$ cat src/rtl/axis_pkg.sv
// Shared AXI-Stream width-converter types: FSM state encoding and index sizing helper.
package axis_pkg;

  typedef enum logic {
    IDLE = 1'b0,
    SEND = 1'b1
  } state_t;

  // Index width that never collapses to zero bits.
  function automatic int clog2_min1(input int n);
    return (n <= 2) ? 1 : $clog2(n);
  endfunction

endpackage

$ cat src/rtl/axis_downsizer_if.sv
// AXI-Stream bundle with master/slave views; tkeep exists only when
// AXIS_DOWNSIZER_TKEEP_EN is defined.
interface axis_downsizer_if #(
  parameter int DW = 8
);
  logic [DW-1:0] tdata;
  logic          tvalid;
  logic          tlast;
  logic          tready;
`ifdef AXIS_DOWNSIZER_TKEEP_EN
  logic [DW/8-1:0] tkeep;

  modport master (output tdata, tvalid, tlast, tkeep, input tready);
  modport slave  (input tdata, tvalid, tlast, tkeep, output tready);
`else
  modport master (output tdata, tvalid, tlast, input tready);
  modport slave  (input tdata, tvalid, tlast, output tready);
`endif
endinterface

$ cat src/rtl/axis_lane_sel.sv
// Combinational lane mux: picks narrow lane idx out of a wide word, in send order.
module axis_lane_sel #(
  parameter int S_WIDTH   = 32,
  parameter int M_WIDTH   = 8,
  parameter int MSB_FIRST = 1,
  parameter int IDX_W     = 2
) (
  input  logic [S_WIDTH-1:0] wide,
  input  logic [IDX_W-1:0]   idx,
  output logic [M_WIDTH-1:0] lane
);
  localparam int RATIO = S_WIDTH / M_WIDTH;

  logic [M_WIDTH-1:0] lanes [RATIO];

  for (genvar gi = 0; gi < RATIO; gi++) begin : g_lane
    if (MSB_FIRST != 0) begin : g_msb
      assign lanes[gi] = wide[S_WIDTH-1-gi*M_WIDTH -: M_WIDTH];
    end else begin : g_lsb
      assign lanes[gi] = wide[gi*M_WIDTH +: M_WIDTH];
    end
  end

  // Compare-based select stays well defined when RATIO is not a power of two.
  always_comb begin
    lane = '0;
    for (int i = 0; i < RATIO; i++) begin
      if (idx == IDX_W'(i)) lane = lanes[i];
    end
  end
endmodule

$ cat src/rtl/axis_downsizer.sv
// AXI-Stream width downconverter, S_WIDTH -> M_WIDTH with backpressure and tx_done pulse.
// Optional byte enables and last-beat truncation under AXIS_DOWNSIZER_TKEEP_EN.
module axis_downsizer
  import axis_pkg::*;
#(
  parameter int S_WIDTH   = 32,
  parameter int M_WIDTH   = 8,
  parameter int MSB_FIRST = 1
) (
  input  logic                      aclk,
  input  logic                      areset,
  axis_downsizer_if.slave           s_axis,
  axis_downsizer_if.master          m_axis,
  output logic                      tx_done
);
  localparam int RATIO = S_WIDTH / M_WIDTH;
  localparam int IDX_W = clog2_min1(RATIO);
  localparam logic [IDX_W-1:0] LAST_IDX = IDX_W'(RATIO - 1);

  if (S_WIDTH % M_WIDTH != 0) begin : g_chk_div
    $error("axis_downsizer: S_WIDTH must be a multiple of M_WIDTH");
  end
  if (RATIO < 2) begin : g_chk_ratio
    $error("axis_downsizer: S_WIDTH/M_WIDTH must be at least 2");
  end
  if (M_WIDTH % 8 != 0) begin : g_chk_byte
    $error("axis_downsizer: M_WIDTH must be a multiple of 8");
  end

  state_t             state_reg, state_next;
  logic [IDX_W-1:0]   idx_reg, idx_next;
  logic [S_WIDTH-1:0] data_buf_reg;
  logic               last_reg;
  logic               tx_done_reg;
  logic [IDX_W-1:0]   final_idx;
  logic               load;
  logic               s_ready;
  logic               m_valid;
  logic               m_last;

  axis_lane_sel #(
    .S_WIDTH(S_WIDTH), .M_WIDTH(M_WIDTH), .MSB_FIRST(MSB_FIRST), .IDX_W(IDX_W)
  ) u_data_sel (
    .wide(data_buf_reg), .idx(idx_reg), .lane(m_axis.tdata)
  );

`ifdef AXIS_DOWNSIZER_TKEEP_EN
  localparam int SK = S_WIDTH / 8;
  localparam int MK = M_WIDTH / 8;

  logic [SK-1:0]    keep_buf_reg;
  logic [RATIO-1:0] lane_valid;

  // lane_valid is indexed in send order so final_idx lines up with idx_reg.
  for (genvar gi = 0; gi < RATIO; gi++) begin : g_keep
    if (MSB_FIRST != 0) begin : g_msb
      assign lane_valid[gi] = |keep_buf_reg[SK-1-gi*MK -: MK];
    end else begin : g_lsb
      assign lane_valid[gi] = |keep_buf_reg[gi*MK +: MK];
    end
  end

  // Last wide beat stops after its last populated lane; all-empty sends lane 0 only.
  always_comb begin
    final_idx = LAST_IDX;
    if (last_reg) begin
      final_idx = '0;
      for (int i = 0; i < RATIO; i++) begin
        if (lane_valid[i]) final_idx = IDX_W'(i);
      end
    end
  end

  axis_lane_sel #(
    .S_WIDTH(SK), .M_WIDTH(MK), .MSB_FIRST(MSB_FIRST), .IDX_W(IDX_W)
  ) u_keep_sel (
    .wide(keep_buf_reg), .idx(idx_reg), .lane(m_axis.tkeep)
  );

  always_ff @(posedge aclk) begin
    if (areset) begin
      keep_buf_reg <= '0;
    end else if (load) begin
      keep_buf_reg <= s_axis.tkeep;
    end
  end
`else
  assign final_idx = LAST_IDX;
`endif

  always_comb begin
    state_next = state_reg;
    idx_next   = idx_reg;
    load       = 1'b0;
    s_ready    = 1'b0;
    m_valid    = 1'b0;
    case (state_reg)
      IDLE: begin
        s_ready = 1'b1;
        if (s_axis.tvalid) begin
          load       = 1'b1;
          idx_next   = '0;
          state_next = SEND;
        end
      end
      SEND: begin
        m_valid = 1'b1;
        if (idx_reg == final_idx) begin
          // Accepting the next wide beat on the final lane avoids a bubble.
          s_ready = m_axis.tready;
          if (m_axis.tready) begin
            if (s_axis.tvalid) begin
              load     = 1'b1;
              idx_next = '0;
            end else begin
              state_next = IDLE;
            end
          end
        end else if (m_axis.tready) begin
          idx_next = idx_reg + 1'b1;
        end
      end
      default: state_next = IDLE;
    endcase
  end

  assign m_last = m_valid && last_reg && (idx_reg == final_idx);

  always_ff @(posedge aclk) begin
    if (areset) begin
      state_reg    <= IDLE;
      idx_reg      <= '0;
      data_buf_reg <= '0;
      last_reg     <= 1'b0;
      tx_done_reg  <= 1'b0;
    end else begin
      state_reg   <= state_next;
      idx_reg     <= idx_next;
      tx_done_reg <= m_last && m_axis.tready;
      if (load) begin
        data_buf_reg <= s_axis.tdata;
        last_reg     <= s_axis.tlast;
      end
    end
  end

  assign s_axis.tready = s_ready;
  assign m_axis.tvalid = m_valid;
  assign m_axis.tlast  = m_last;
  assign tx_done       = tx_done_reg;
endmodule

$ cat src/flat_wrapper.sv
// flat-port wrapper written by rule: the top's interface ports become plain ports
module axis_downsizer_flat import axis_pkg::*;
#(
  parameter int S_WIDTH   = 32,
  parameter int M_WIDTH   = 8,
  parameter int MSB_FIRST = 1
)
  (aclk, areset, tx_done, s_axis_tdata, s_axis_tvalid, s_axis_tlast, s_axis_tready, m_axis_tdata, m_axis_tvalid, m_axis_tlast, m_axis_tready);
  axis_downsizer_if #(.DW((32))) s_axis_i ();
  axis_downsizer_if #(.DW((8))) m_axis_i ();
  input  logic aclk;
  input  logic areset;
  output logic tx_done;
  input wire logic [$bits(s_axis_i.tdata)-1:0] s_axis_tdata;
  input wire logic [$bits(s_axis_i.tvalid)-1:0] s_axis_tvalid;
  input wire logic [$bits(s_axis_i.tlast)-1:0] s_axis_tlast;
  output wire logic [$bits(s_axis_i.tready)-1:0] s_axis_tready;
  output wire logic [$bits(m_axis_i.tdata)-1:0] m_axis_tdata;
  output wire logic [$bits(m_axis_i.tvalid)-1:0] m_axis_tvalid;
  output wire logic [$bits(m_axis_i.tlast)-1:0] m_axis_tlast;
  input wire logic [$bits(m_axis_i.tready)-1:0] m_axis_tready;
  assign s_axis_i.tdata = s_axis_tdata;
  assign s_axis_i.tvalid = s_axis_tvalid;
  assign s_axis_i.tlast = s_axis_tlast;
  assign s_axis_tready = s_axis_i.tready;
  assign m_axis_tdata = m_axis_i.tdata;
  assign m_axis_tvalid = m_axis_i.tvalid;
  assign m_axis_tlast = m_axis_i.tlast;
  assign m_axis_i.tready = m_axis_tready;
  axis_downsizer #(.S_WIDTH(S_WIDTH), .M_WIDTH(M_WIDTH), .MSB_FIRST(MSB_FIRST)) u_core (.aclk(aclk), .areset(areset), .s_axis(s_axis_i), .m_axis(m_axis_i), .tx_done(tx_done));
endmodule
$ cat config.mk
export PLATFORM = sky130hd
export DESIGN_NAME = axis_downsizer_flat
export DESIGN_NICKNAME = d
export VERILOG_FILES = /design/src/rtl/axis_pkg.sv /design/src/rtl/axis_downsizer_if.sv /design/src/rtl/axis_lane_sel.sv /design/src/rtl/axis_downsizer.sv /design/src/flat_wrapper.sv
export SDC_FILE = /design/constraint.sdc
export NUM_CORES = 1
export LEC_CHECK = 0
export CAP_MARGIN = 25
export CORE_MARGIN = 2
export CORE_UTILIZATION = 40
export DETAILED_ROUTE_END_ITERATION = 12
export HOLD_SLACK_MARGIN = 0.12
export PLACE_DENSITY = 0.7
export SETUP_SLACK_MARGIN = 0.05
export SYNTH_ARGS = -nofsm -noshare
export SYNTH_HDL_FRONTEND = slang
export SYNTH_SLANG_ARGS = --single-unit
$ cat constraint.sdc
create_clock -name aclk -period 1.5 [get_ports aclk]
set_input_delay 0.3 -clock aclk [delete_from_list [all_inputs] [get_ports aclk]]
set_output_delay 0.3 -clock aclk [all_outputs]
set_load 0.05 [all_outputs]
==> results.md <==
* Status: finished with violations
* Failing checks: negative setup slack
* Chip height at 73.0 microns
* Worst r2r path cells at 11
* # Max-Cap Violations at 0
* Final Net Count at 343
* Final setup fails at 44
* Horiz. Die Dim at about 73 microns
* Clk_lat worst skew at 0.30 ns
* Min-delay worst type: reg2reg
* DP HPWL at 3.54 mm
* CTS H-Tree Depth at 2
* Post-route core utilization at 0.734
* Crit path kind: reg2out
* Starting Density at 0.409
* IO Pins at 49
* Slew @ Worst Pin at 0.220 ns
* Final WL at 7.20 mm
* Max VDD drop at 0.504 mV
* Post-synthesis sequential area ratio at 0.389
* Startpoint class of the critical path: flop
* Fin worst setup slack at -0.472 ns
* DRT antenna net count at 0
* CTS tree: yes
* Port Buffers at 48
* Routed WL per cell at 20.2 microns
* CTS sink cnt at 37
* Net count after synthesis at 271
* Total GRT Usage at 0.247
* Core footprint at 4660 sq um
* # diodes at 0
* Final Max Slew Viols at 0
* Drt first pass iters at 4
* Max Root-Sink Buffers at 2
* GP Congestion at between 0.8 and 0.9
* Worst reg2reg path startpoint: u_core.idx_reg[1]$_SDFFE_PP0P_
* Share of cells above drive strength 1 at 0.436
* Synth Register Bits at 37
* Leakage power at roughly 1.3 nW
* Hold_buf cts at 0
* Layout area overhead at 79.6%
* Die area at 5330 sq um
* Vias per cell at 5.91
* Crit path from: u_core.idx_reg[1]$_SDFFE_PP0P_
* Start point of the worst hold path: u_core.data_buf_reg[13]$_SDFFE_PP0P_
* Final hold violation count at 0
* Initial antenna violation count at 0
* DR vias at 2,110
* Largest net degree at the start of global routing at 23
* Syn Area/Cell at about 8.3 sq um
* Crit path max fanout at 6
* Min cycle time layout at 1.97 ns
* Setup WS pre-CTS at -0.150 ns
* Largest register FFs at 32
* Crit path DAT at ~1.7 ns
* DR iter-0 viols at 185
* Worst setup EP type: output port
* Distinct cells, synth at 26
* RSZ-0062 raised after global routing: yes
* Hold path depth at 2
* Congestion Overflow GR at 0
* First-pass GRT wire length at 10.1 mm
* Final Cycle Share at 1.31
* Post-Place Cells at 326
* Reg area at 749 sq um
* Final Instance Count excl. Fillers at between 300 and 400
* Root buffer cell: clkbuf_8
* Multi-input logic area at 1290 sq um
* Hold slack final at 0.468 ns
* Core Rows at 25
* Yosys warning count at 0
* Worst Path Required at 1.20 ns
* Synth Instances at 230
* Clock skew at 0.00553 ns
* Fmax at 0.507 GHz
* Power Density at 745 nW/um^2
* Mapped cell area at 1910 sq um
* Reg clk slew, reported paths at 0.07 ns
* Drt drc at 0
* Cts bufs inserted at 5
* Slew HR at 0.853
* Vias in the first global route at 2,030
* Layout fillers at 295
## logic make-up (layout without fill, tap and decap cells)
kind of cell | after synthesis | count (layout) | share of synthesized area
adder cells (fa/ha/maj) | 4 | 4 | 0.0263
AND/OR/NAND/NOR | 47 | 47 | 0.169
AO/OA/AOI/OAI | 105 | 105 | 0.314
buffers and inverters | 37 | 110 | 0.102
flip-flops | 37 | 37 | 0.389
## Yosys cell counts
| cell type | number | area, sq um |
|---|---|---|
| a21oi_1 | 47 | 235 |
| dfxtp_1 | 37 | 741 |
| nand3b_1 | 33 | 248 |
| o21ai_0 | 26 | 130 |
| buf_2 | 15 | 75.1 |
| o21ai_1 | 12 | 60.1 |
| inv_1 | 11 | 41.3 |
| a22o_1 | 8 | 70.1 |
| nand2_1 | 8 | 30.0 |
| clkbuf_1 | 5 | 18.8 |
| a21oi_2 | 4 | 35.0 |
| ha_1 | 4 | 50.1 |
| o21ai_2 | 4 | 35.0 |
| buf_6 | 3 | 33.8 |
| o211ai_1 | 2 | 15.0 |
| a21boi_2 | 1 | 11.3 |
| a31oi_1 | 1 | 6.26 |
| and2b_1 | 1 | 7.51 |
| and3_1 | 1 | 6.26 |
| and3b_1 | 1 | 8.76 |
| buf_8 | 1 | 15.0 |
| inv_2 | 1 | 3.75 |
| inv_4 | 1 | 6.26 |
| nand4b_1 | 1 | 8.76 |
| nor3b_1 | 1 | 7.51 |
| or3_1 | 1 | 6.26 |
## metal layers
metal | track usage | wire length, microns
met5 | 0 | 0
met1 | 0.308 | 2930
met4 | 0.0926 | 181
met3 | 0.0511 | 437
met2 | 0.416 | 3650
## path summary, 6_finish.rpt
path,endpoint,slack [ns]
worst max register to register,u_core.data_buf_reg[26]$_SDFFE_PP0P_,-0.39
worst min register to register,u_core.data_buf_reg[13]$_SDFFE_PP0P_,0.47
worst max-delay path,m_axis_tdata[5],-0.47
worst min-delay path,u_core.data_buf_reg[13]$_SDFFE_PP0P_,0.47
## area by class of cell
type                    count  share of cell area
clock buffers               6              0.0212
flip-flops and latches     37               0.219
clock inverters             2             0.00293
inverters                  13              0.0165
well taps                  54              0.0197
repair buffers             89               0.344
multi-input cells         156               0.377
## layout by cell type (no fill, tap or decap), types with 3 or more instances in the layout
cell | netlist | final
buf_6 | 3 | 5
ha_4 | 0 | 4
dfxtp_1 | 37 | 34
o21ai_4 | 0 | 3
o21ai_1 | 12 | 13
buf_4 | 0 | 15
inv_1 | 11 | 9
nand2_1 | 8 | 8
buf_12 | 0 | 19
nand3b_1 | 33 | 33
o21ai_2 | 4 | 19
clkbuf_8 | 0 | 5
o21ai_0 | 26 | 7
a21oi_1 | 47 | 23
inv_4 | 1 | 3
clkdlybuf4s50_1 | 0 | 36
a22o_4 | 0 | 8
a21oi_2 | 4 | 28
buf_8 | 1 | 9
buf_16 | 0 | 3
## metrics by stage
step / TNS, ns / power [mW] / cell area (sq um)
floorplan: -0.121 / 1.40 / 2030
global placement: -2.89 / 1.62 / 2670
detailed placement: -3.08 / 1.63 / 2670
CTS: -8.50 / 2.49 / 3260
global route: -15.67 / 2.63 / 3420
finish: -14.10 / 2.55 / 3420
## worst max-delay path, stage by stage (launching register included)
cell and delay (ns):
dfxtp_4 0.38, inv_4 0.05, ha_4 0.17, buf_12 0.14, buf_4 0.15, o21ai_1 0.18
a22o_4 0.16, buf_8 0.14
## power breakdown
group          internal, mW  switching, mW  total [mW]  leakage, nW
Combinational         0.419          0.353       0.772        0.909
Clock                 0.322          0.371       0.693       0.0450
Sequential             1.03         0.0519        1.09        0.305
Total                  1.78          0.776        2.55         1.26
## repair_timing
item / 4_1_cts / 5_1_grt
pin swaps: 15 / 20
endpoints found under the setup margin: 43 / 43
buffers inserted: 13 / 7
gates cloned: 8 / 2
resized for setup: 49 / 55
(Power assumes the default switching activity.)
